$ cat src/rtl/alu_seq_pkg.sv
// rtl/alu_seq_pkg.sv - opcodes, FSM states and instruction field positions for the ALU sequencer
package alu_seq_pkg;

  localparam logic [2:0] OP_FWD = 3'b000;
  localparam logic [2:0] OP_ADD = 3'b001;
  localparam logic [2:0] OP_AND = 3'b010;
  localparam logic [2:0] OP_OR  = 3'b011;
  localparam logic [2:0] OP_SUB = 3'b100;

  typedef enum logic [1:0] {
    S_IDLE,
    S_ISSUE,
    S_WAIT,
    S_WB
  } state_t;

  // instruction layout: [15:13] opcode, [12] imm, [11:10] dst, [9:8] src_a, [7:0] imm8 / [1:0] src_b
  localparam int F_OPC_LO  = 13;
  localparam int F_IMM     = 12;
  localparam int F_DST_LO  = 10;
  localparam int F_SRCA_LO = 8;
  localparam int F_SRCB_LO = 0;
  localparam int F_IMM8_LO = 0;

endpackage

$ cat src/rtl/alu_seq_regfile.sv
// rtl/alu_seq_regfile.sv - NREG x 8 register file, sync write/clear, two async read ports plus debug port
module alu_seq_regfile #(
  parameter int NREG = 4,
  parameter int RW   = 2
) (
  input  logic          clk,
  input  logic          rst_n,
  input  logic          we,
  input  logic [RW-1:0] waddr,
  input  logic [7:0]    wdata,
  input  logic [RW-1:0] raddr_a,
  output logic [7:0]    rdata_a,
  input  logic [RW-1:0] raddr_b,
  output logic [7:0]    rdata_b,
  input  logic [RW-1:0] dbg_sel,
  output logic [7:0]    dbg_data
);

  logic [7:0] regs [NREG];

  always_ff @(posedge clk) begin
    if (!rst_n) begin
      for (int i = 0; i < NREG; i++) regs[i] <= '0;
    end else if (we) begin
      regs[waddr] <= wdata;
    end
  end

  assign rdata_a  = regs[raddr_a];
  assign rdata_b  = regs[raddr_b];
  assign dbg_data = regs[dbg_sel];

endmodule

$ cat src/rtl/alu_seq_ctrl.sv
// rtl/alu_seq_ctrl.sv - multi-cycle sequencer driving an external combinational 8-bit ALU
// Optional SUB opcode (100) enabled by defining ALU_SEQ_SUB_EN.
module alu_seq_ctrl
  import alu_seq_pkg::*;
#(
  parameter int NREG    = 4,
  parameter int RW      = 2,
  parameter int ALU_LAT = 2
) (
  input  logic          clk,
  input  logic          rst_n,
  input  logic          instr_valid,
  output logic          instr_ready,
  input  logic [15:0]   instr,
  output logic [7:0]    alu_op,
  output logic [7:0]    alu_a,
  output logic [7:0]    alu_b,
  input  logic [7:0]    alu_res,
  output logic          done,
  output logic          err,
  output logic          busy,
  input  logic [RW-1:0] dbg_sel,
  output logic [7:0]    dbg_data
);

  localparam logic [3:0] LAT_INIT = 4'(ALU_LAT - 1);

  state_t        state, state_nx;
  logic [15:0]   instr_q;
  logic [3:0]    cnt;
  logic [2:0]    opc;
  logic          imm, legal, we;
  logic [RW-1:0] dst, src_a, src_b;
  logic [7:0]    imm8, rd_a, rd_b, b_sel;

  assign opc   = instr_q[F_OPC_LO +: 3];
  assign imm   = instr_q[F_IMM];
  assign dst   = instr_q[F_DST_LO +: RW];
  assign src_a = instr_q[F_SRCA_LO +: RW];
  assign src_b = instr_q[F_SRCB_LO +: RW];
  assign imm8  = instr_q[F_IMM8_LO +: 8];
  assign b_sel = imm ? imm8 : rd_b;

`ifdef ALU_SEQ_SUB_EN
  assign legal = !opc[2] || (opc == OP_SUB);
`else
  assign legal = !opc[2];
`endif

  assign we          = (state == S_WB) && legal;
  assign instr_ready = rst_n && (state == S_IDLE);
  assign busy        = (state != S_IDLE);

  alu_seq_regfile #(.NREG(NREG), .RW(RW)) u_regfile (
    .clk      (clk),
    .rst_n    (rst_n),
    .we       (we),
    .waddr    (dst),
    .wdata    (alu_res),
    .raddr_a  (src_a),
    .rdata_a  (rd_a),
    .raddr_b  (src_b),
    .rdata_b  (rd_b),
    .dbg_sel  (dbg_sel),
    .dbg_data (dbg_data)
  );

  always_ff @(posedge clk) begin
    if (!rst_n) state <= S_IDLE;
    else        state <= state_nx;
  end

  always_comb begin
    state_nx = state;
    case (state)
      S_IDLE:  if (instr_valid && instr_ready) state_nx = S_ISSUE;
      S_ISSUE: state_nx = legal ? S_WAIT : S_WB;
      S_WAIT:  if (cnt == 4'd0) state_nx = S_WB;
      S_WB:    state_nx = S_IDLE;
      default: state_nx = S_IDLE;
    endcase
  end

  // ALU drive is registered in ISSUE and held through WAIT/WB and the following idle time
  always_ff @(posedge clk) begin
    if (!rst_n) begin
      instr_q <= '0;
      cnt     <= '0;
      alu_op  <= '0;
      alu_a   <= '0;
      alu_b   <= '0;
      done    <= 1'b0;
      err     <= 1'b0;
    end else begin
      done <= we;
      err  <= (state == S_WB) && !legal;
      if (state == S_IDLE && instr_valid) instr_q <= instr;
      if (state == S_WAIT) cnt <= cnt - 4'd1;
      if (state == S_ISSUE) begin
        cnt <= LAT_INIT;
        case (opc)
          OP_FWD: begin
            alu_op <= {5'b0, OP_FWD};
            alu_a  <= imm ? imm8 : rd_a;
            alu_b  <= '0;
          end
          OP_ADD, OP_AND, OP_OR: begin
            alu_op <= {5'b0, opc};
            alu_a  <= rd_a;
            alu_b  <= b_sel;
          end
`ifdef ALU_SEQ_SUB_EN
          OP_SUB: begin
            alu_op <= {5'b0, OP_ADD};
            alu_a  <= rd_a;
            alu_b  <= ~b_sel + 8'd1;
          end
`endif
          default: ;
        endcase
      end
    end
  end

endmodule

$ cat config.mk
export PLATFORM = sky130hd
export DESIGN_NAME = alu_seq_ctrl
export DESIGN_NICKNAME = d
export VERILOG_FILES = /design/src/rtl/alu_seq_pkg.sv /design/src/rtl/alu_seq_regfile.sv /design/src/rtl/alu_seq_ctrl.sv
export SDC_FILE = /design/constraint.sdc
export NUM_CORES = 1
export LEC_CHECK = 0
export BUFFER_PORTS_ARGS = -buffer_cell sky130_fd_sc_hd__buf_2
export CAP_MARGIN = 15
export CORE_ASPECT_RATIO = 1.1
export CORE_MARGIN = 2
export CORE_UTILIZATION = 30
export CTS_BUF_LIST = sky130_fd_sc_hd__clkbuf_2 sky130_fd_sc_hd__clkbuf_4 sky130_fd_sc_hd__clkbuf_8
export DETAILED_ROUTE_END_ITERATION = 8
export SETUP_SLACK_MARGIN = 0.05
export SLEW_MARGIN = 10
export SYNTH_ARGS = -nofsm -noshare
export SYNTH_HDL_FRONTEND = slang
export SYNTH_SLANG_ARGS = --single-unit
$ cat constraint.sdc
create_clock -name clk -period 2.2 [get_ports clk]
set_clock_uncertainty 0.05 [all_clocks]
set_input_delay 0.22 -clock clk [delete_from_list [all_inputs] [get_ports clk]]
set_output_delay 0.22 -clock clk [all_outputs]
set_load 0.05 [all_outputs]
==> results of run 1 <==
==> layout by cell type (no fill, tap or decap), types with 2 or more instances in the layout <==
master     synthesis  layout
o21ai_0            7       7
mux2_2            14      14
clkinv_4           0       3
nor3b_2            2       2
a221oi_1           8       8
or3b_1             2       2
nand2b_1           4       4
buf_2              5      59
inv_1              7       7
nand2_1           51      51
edfxtp_1          32      32
mux4_2            16      16
a222oi_1           8       8
nor2_1            13      13
buf_4              7       9
nor2b_1            2       2
and3_1             2       2
mux2_4             2       2
ha_1               6       6
bufinv_16          0       2
conb_1             1       5
dfxtp_1           47      47
a21oi_1           18      18
and2_1            33      33
a211oi_1          17      17
clkbuf_8           0       9
o21ai_1            2       2
==> per-layer routing <==
metal / up-vias / wire length [microns] / track usage (%) / share of wire [%]
met5: - / 0 / 0 / 0
met4: 0 / 112 / 5.56 / 1.3
met3: 7 / 258 / 3.23 / 2.9
met2: 42 / 4450 / 22.9 / 50
met1: 1304 / 4060 / 16.2 / 46
li1: 1345 / - / - / -
==> power groups by stage <==
| stage | registers [mW] | clock network, mW | logic [mW] |
|---|---|---|---|
| 6_report | 1.91 | 1.18 | 1.54 |
| 5_1_grt | 1.95 | 1.26 | 1.67 |
| 4_1_cts | 1.91 | 1.20 | 1.56 |
| 3_5_place_dp | 1.95 | 0 | 1.55 |
| 3_3_place_gp | 1.94 | 0 | 1.52 |
| 2_1_floorplan | 2.15 | 0 | 0.990 |
==> registers in the layout, indices dropped and copies added, names as in the netlist, named ones only <==
signal / cells
u_regfile.regs: 32
instr_q: 16
alu_a: 8
alu_b: 8
cnt: 4
alu_op: 3
state: 2
done: 1
err: 1
==> final cells by class <==
class,instances,area (sq um)
well taps,157,196
clock buffers,9,124
clock inverters,7,97.6
inverters,8,30.0
repair buffers,68,363
fillers,1232,8050
multi-input cells,228,1720
flip-flops and latches,79,1900
==> cells by family after synthesis <==
logic type	Yosys count	synth area share (%)
simple gates	115	15.4
flops	79	50.0
compound gates	67	12.3
buf+inv	35	5.19
mux	33	14.7
fa+ha+maj	6	1.97
xor+xnor	2	0.460
other cells	1	0.0985
==> worst min-delay path by stage <==
stage / start / end / slack (ns) / cells past startpoint
CTS: instr[15] / instr_q[15]$_SDFFE_PN0N_ / 0.03 / 3
global placement: alu_op[0]$_SDFFE_PN0P_ / alu_op[0]$_SDFFE_PN0P_ / 0.39 / 2
global route: instr[7] / instr_q[7]$_SDFFE_PN0N_ / 0.04 / 3
detailed placement: alu_op[0]$_SDFFE_PN0P_ / alu_op[0]$_SDFFE_PN0P_ / 0.40 / 2
finish: instr[15] / instr_q[15]$_SDFFE_PN0N_ / 0.05 / 3
floorplan: instr[2] / instr_q[2]$_SDFFE_PN0N_ / 0.31 / 2
==> per-stage QoR <==
| stage | setup slack (ns) | util [%] | hold slack (ns) | instances | total power [mW] |
|---|---|---|---|---|---|
| floorplan | 0.321 | - | 0.306 | 342 | 3.14 |
| global placement | 0.493 | 33.8 | 0.394 | 540 | 3.46 |
| detailed placement | 0.436 | 33.8 | 0.400 | 540 | 3.50 |
| CTS | 0.328 | 35.5 | 0.0349 | 556 | 4.67 |
| global route | 0.167 | 35.5 | 0.0443 | 556 | 4.88 |
| finish | 0.342 | 35.5 | 0.0476 | 556 | 4.63 |
==> worst max-delay path, cell delays in order (launching register included) <==
cell	delay, ns
dfxtp_1	0.36
inv_1	0.18
ha_1	0.24
inv_1	0.09
nor2_1	0.10
buf_2	0.27
==> results.py, run 1 <==
metrics = {
    "floorplanning": {
        "die_h_microns": 122,
        "core_sq_mm": 0.0125,
        "rows": 43,
        "io_pins": 65,
        "initial_core_util_pct": 30.5,
        "die_w_microns": 111,
        "dieArea_sq_mm": 0.0136,
    },
    "yosys": {
        "synth_top_area_share_pct": 25.2,
        "syn_area_sq_mm": 0.00381,
        "ys_seq_area_share_pct": 50.0,
        "synth.top_cells.by_area": "edfxtp_1 25%, dfxtp_1 25%, mux4_2 9.5%",
        "ys_async_sr_fraction_pct": 0,
        "synth-seq-cells": 79,
        "ys_types": 46,
        "syn_avg_cell_area_sq_um": 11.3,
        "ys.flop_type": "dfxtp_1",
        "yosysWarnings": 0,
        "yosys.area.top_type": "edfxtp_1",
        "netlist_instances": 338,
        "synth_common_cells": "51 x nand2_1, 47 x dfxtp_1, 33 x and2_1, 32 x edfxtp_1, 18 x a21oi_1",
        "synth-edff-count": 32,
        "synth_most_common_cell": "nand2_1",
    },
    "sta": {
        "hold_violations": 0,
        "tns_ns": 0,
        "fmax_mhz": 538,
        "slew-limit-headroom_pct": 58.1,
        "finalCriticalPeriod_ns": 1.86,
        "rsz0062_at_grt": "no",
        "slew_viol_final": 0,
        "tightestPinTransition_ns": 0.627,
        "period_share_pct": 84.4,
        "setup_violations": 0,
    },
    "route": {
        "wire_per_inst_microns": 16.0,
        "num_vias": 2698,
        "final_antenna_net_count": 0,
        "detail_route.iter0.violations": 160,
        "drc_errors": 0,
        "drt-pass1-iter-count": 5,
        "vias_per_cell": 4.85,
        "totalWireLength_mm": 8.88,
    },
    "cts": {
        "cts_resized": 0,
        "cts_tree": "built",
        "numClockSinks": 79,
        "hold_buffers": 0,
        "cts_root_buf": "clkbuf_8",
        "cts_buffers": 9,
        "cts_buffer_depth": 2,
        "clk_latency_ns": 0.36,
        "htreeDepth": 3,
        "cts_setup_buffers": 0,
        "path_clk_slew_ns": 0.08,
    },
    "power": {
        "p_sw_mw": 1.74,
        "switching_share_pct": 37.6,
        "combPwrFrac_pct": 33.3,
        "pwr-share-seq_pct": 41.3,
        "ir_worst_vdd_v": 0.000372,
        "p_int_mw": 2.89,
        "power.leakage_nw": 1.73,
        "pwr_density_cell_mw_per_mm2": 1040,
        "clkPwrFrac_pct": 25.4,
    },
    "setup_path": {
        "reg2reg_slack_ns": 0.42,
        "critPathLaunchType": "flip-flop",
        "cp-end-kind": "output pin",
        "endpoint": "instr_ready",
        "crit_start": "state[0]$_SDFFE_PN0P_",
        "crit_type": "reg2out",
        "r2r_cells": 4,
        "r2r_end": "u_regfile.regs[2][5]$_SDFFCE_PN0P_",
        "cp_max_fo": 5,
        "cp.required_ns": 1.93,
        "cp.arrival_ns": 1.59,
        "timing.rr.start": "state[0]$_SDFFE_PN0P_",
    },
    "placement": {
        "hpwl_mm": 6.94,
        "io_buffer_count": 59,
        "place_area_sq_mm": 0.00421,
        "gp_congestion": 0.772,
    },
    "global_route": {
        "grt_usage_pct": 13.4,
        "grt_max_degree": 29,
        "grt_overflow_total": 0,
        "grt_pass1_vias": 2754,
        "grt_pass1_wl_mm": 14.2,
        "antenna_found_initial": 0,
    },
    "min_path": {
        "hold_path_class": "in2reg",
    },
    "cells_and_area": {
        "syn_to_final_growth_pct": 16.5,
        "layout.nets": 429,
        "layout-drive-gt1-share_pct": 29.6,
        "diodes": 0,
        "design_area_sq_mm": 0.00443,
    },
    "flow_run": {
        "drv_cap": 0,
    },
    "run_status": {
        "status": "finished, final reports clean",
    },
}
No activity file was read; power rests on OpenSTA's default activity.
==> run 2: changes to the inputs <==
Clock period 2.2 ns to 1.8 ns, I/O delays scaled along.
==> results.py, run 2 (same netlist as run 1, synthesis figures left out) <==
metrics = {
    "run_status": {
        "status": "finished, final reports clean",
    },
    "cts": {
        "path_clk_slew_ns": 0.08,
        "cts_buffers": 9,
        "cts_tree": "built",
        "numClockSinks": 79,
        "cts_root_buf": "clkbuf_8",
        "cts_buffer_depth": 2,
        "clk_latency_ns": 0.36,
        "htreeDepth": 3,
    },
    "placement": {
        "place_ws_ns": 0.0400,
        "hpwl_mm": 6.98,
        "place_area_sq_mm": 0.00431,
        "gp_congestion": 0.808,
        "dp.cells": 549,
        "io_buffer_count": 59,
    },
    "setup_path": {
        "cp_max_fo": 3,
        "cp.required_ns": 1.57,
        "critPathLaunchType": "flip-flop",
        "cp-end-kind": "output pin",
        "cp.arrival_ns": 1.48,
        "crit_type": "reg2out",
    },
    "cells_and_area": {
        "layout-drive-gt1-share_pct": 36.5,
        "largest_reg_flops": 32,
        "final_cells": 579,
        "top_regs": "u_regfile.regs x32, instr_q x16",
        "diodes": 0,
        "design_area_sq_mm": 0.00467,
        "largest-register": "u_regfile.regs",
        "final_cell_mix": "51 x nand2_1, 51 x buf_2, 47 x dfxtp_1, 34 x buf_4",
        "syn_to_final_growth_pct": 22.8,
        "layout.nets": 452,
    },
    "route": {
        "m1WireLength_mm": 3.91,
        "wl_met3_microns": 296,
        "wire_per_inst_microns": 15.5,
        "dr_wl_met2_mm": 4.55,
        "top_layer": "met4",
        "detail_route.iter0.violations": 103,
        "num_vias": 2739,
        "final_antenna_net_count": 0,
        "totalWireLength_mm": 8.96,
        "drt-pass1-iter-count": 4,
        "vias_per_cell": 4.73,
        "drc_errors": 0,
    },
    "floorplanning": {
        "initial_core_util_pct": 30.5,
        "dieArea_sq_mm": 0.0136,
        "core_sq_mm": 0.0125,
        "rows": 43,
        "die_w_microns": 111,
        "io_pins": 65,
        "die_h_microns": 122,
    },
    "global_route": {
        "grt_pass1_wl_mm": 14.2,
        "grt_pass1_vias": 2767,
        "antenna_found_initial": 0,
        "grt_usage_pct": 13.5,
        "grt_overflow_total": 0,
        "grt_max_degree": 27,
    },
    "sta": {
        "holdWs_ns": 0.00531,
        "rsz0062_at_grt": "yes",
        "period_share_pct": 95.0,
        "layout_setup_ws_ns": 0.0900,
        "hold_violations": 0,
        "fmax_mhz": 585,
        "setup_violations": 0,
        "slew_viol_final": 0,
        "tns_ns": 0,
        "finalCriticalPeriod_ns": 1.71,
    },
    "min_path": {
        "hold_path_class": "in2reg",
    },
    "power": {
        "power.leakage_nw": 1.85,
        "ir_worst_vdd_v": 0.000376,
        "pwr_density_cell_mw_per_mm2": 1200,
    },
    "flow_run": {
        "drv_cap": 0,
    },
}
-- run 2: cell count changes in the layout (fill, tap and decap cells not counted), sizes merged --
cell      previous run  this run
buf                 68        91
clkbuf               9        13
bufinv               2         0
clkinv               4         3
clkinvlp             1         0
-- run 2: through the flow --
step / total power, mW / util (%)
4_1_cts: 5.53 / 36.2
6_report: 5.59 / 37.4
5_1_grt: 5.88 / 37.4
2_1_floorplan: 3.85 / -
3_3_place_gp: 4.32 / 34.6
3_5_place_dp: 4.37 / 34.6
-- run 2: worst paths after layout --
path | depth (start not counted) | from | slack (ns) | to
setup reg to reg | 5 | cnt[0]$_SDFFE_PN0P_ | 0.15 | state[0]$_SDFFE_PN0P_
setup / recovery | 2 | u_regfile.regs[3][2]$_DFFE_PP_ | 0.09 | dbg_data[2]
hold reg to reg | 2 | alu_op[0]$_SDFFE_PN0P_ | 0.41 | alu_op[0]$_SDFFE_PN0P_
hold / removal | 3 | instr[15] | 0.005 | instr_q[15]$_SDFFE_PN0N_
-- run 2: power breakdown --
part	leakage [nW]	internal (mW)	switching, mW	total (mW)
Combinational	1.05	0.800	1.34	2.14
Clock	0.0878	0.550	0.601	1.15
Sequential	0.714	2.11	0.188	2.30
-- run 2: timing repair --
| item | CTS | global route |
|---|---|---|
| setup buffers | 3 | 11 |
| endpoints found under the setup margin | 20 | 38 |
| resized for setup | 9 | 21 |
| hold buffers | 0 | 0 |
-- run 2: worst max-delay path: stages, from the launching register on --
cell,delay [ns]
edfxtp_1,0.43
mux4_2,0.48
buf_4,0.21
-- run 2: layout make-up --
type	instances	area (sq um)
repair buffers	91	596
fillers	1236	7810
clock inverters	3	11.3
multi-input cells	228	1790
flip-flops and latches	79	1900
inverters	8	30.0
well taps	157	196
clock buffers	13	154
-- run 2: per-layer routing --
metal | vias to the layer above | global-route usage, %
li1 | 1391 | -
met1 | 1285 | 16.0
met2 | 50 | 23.3
met3 | 13 | 2.64
met4 | 0 | 7.18
met5 | - | 0
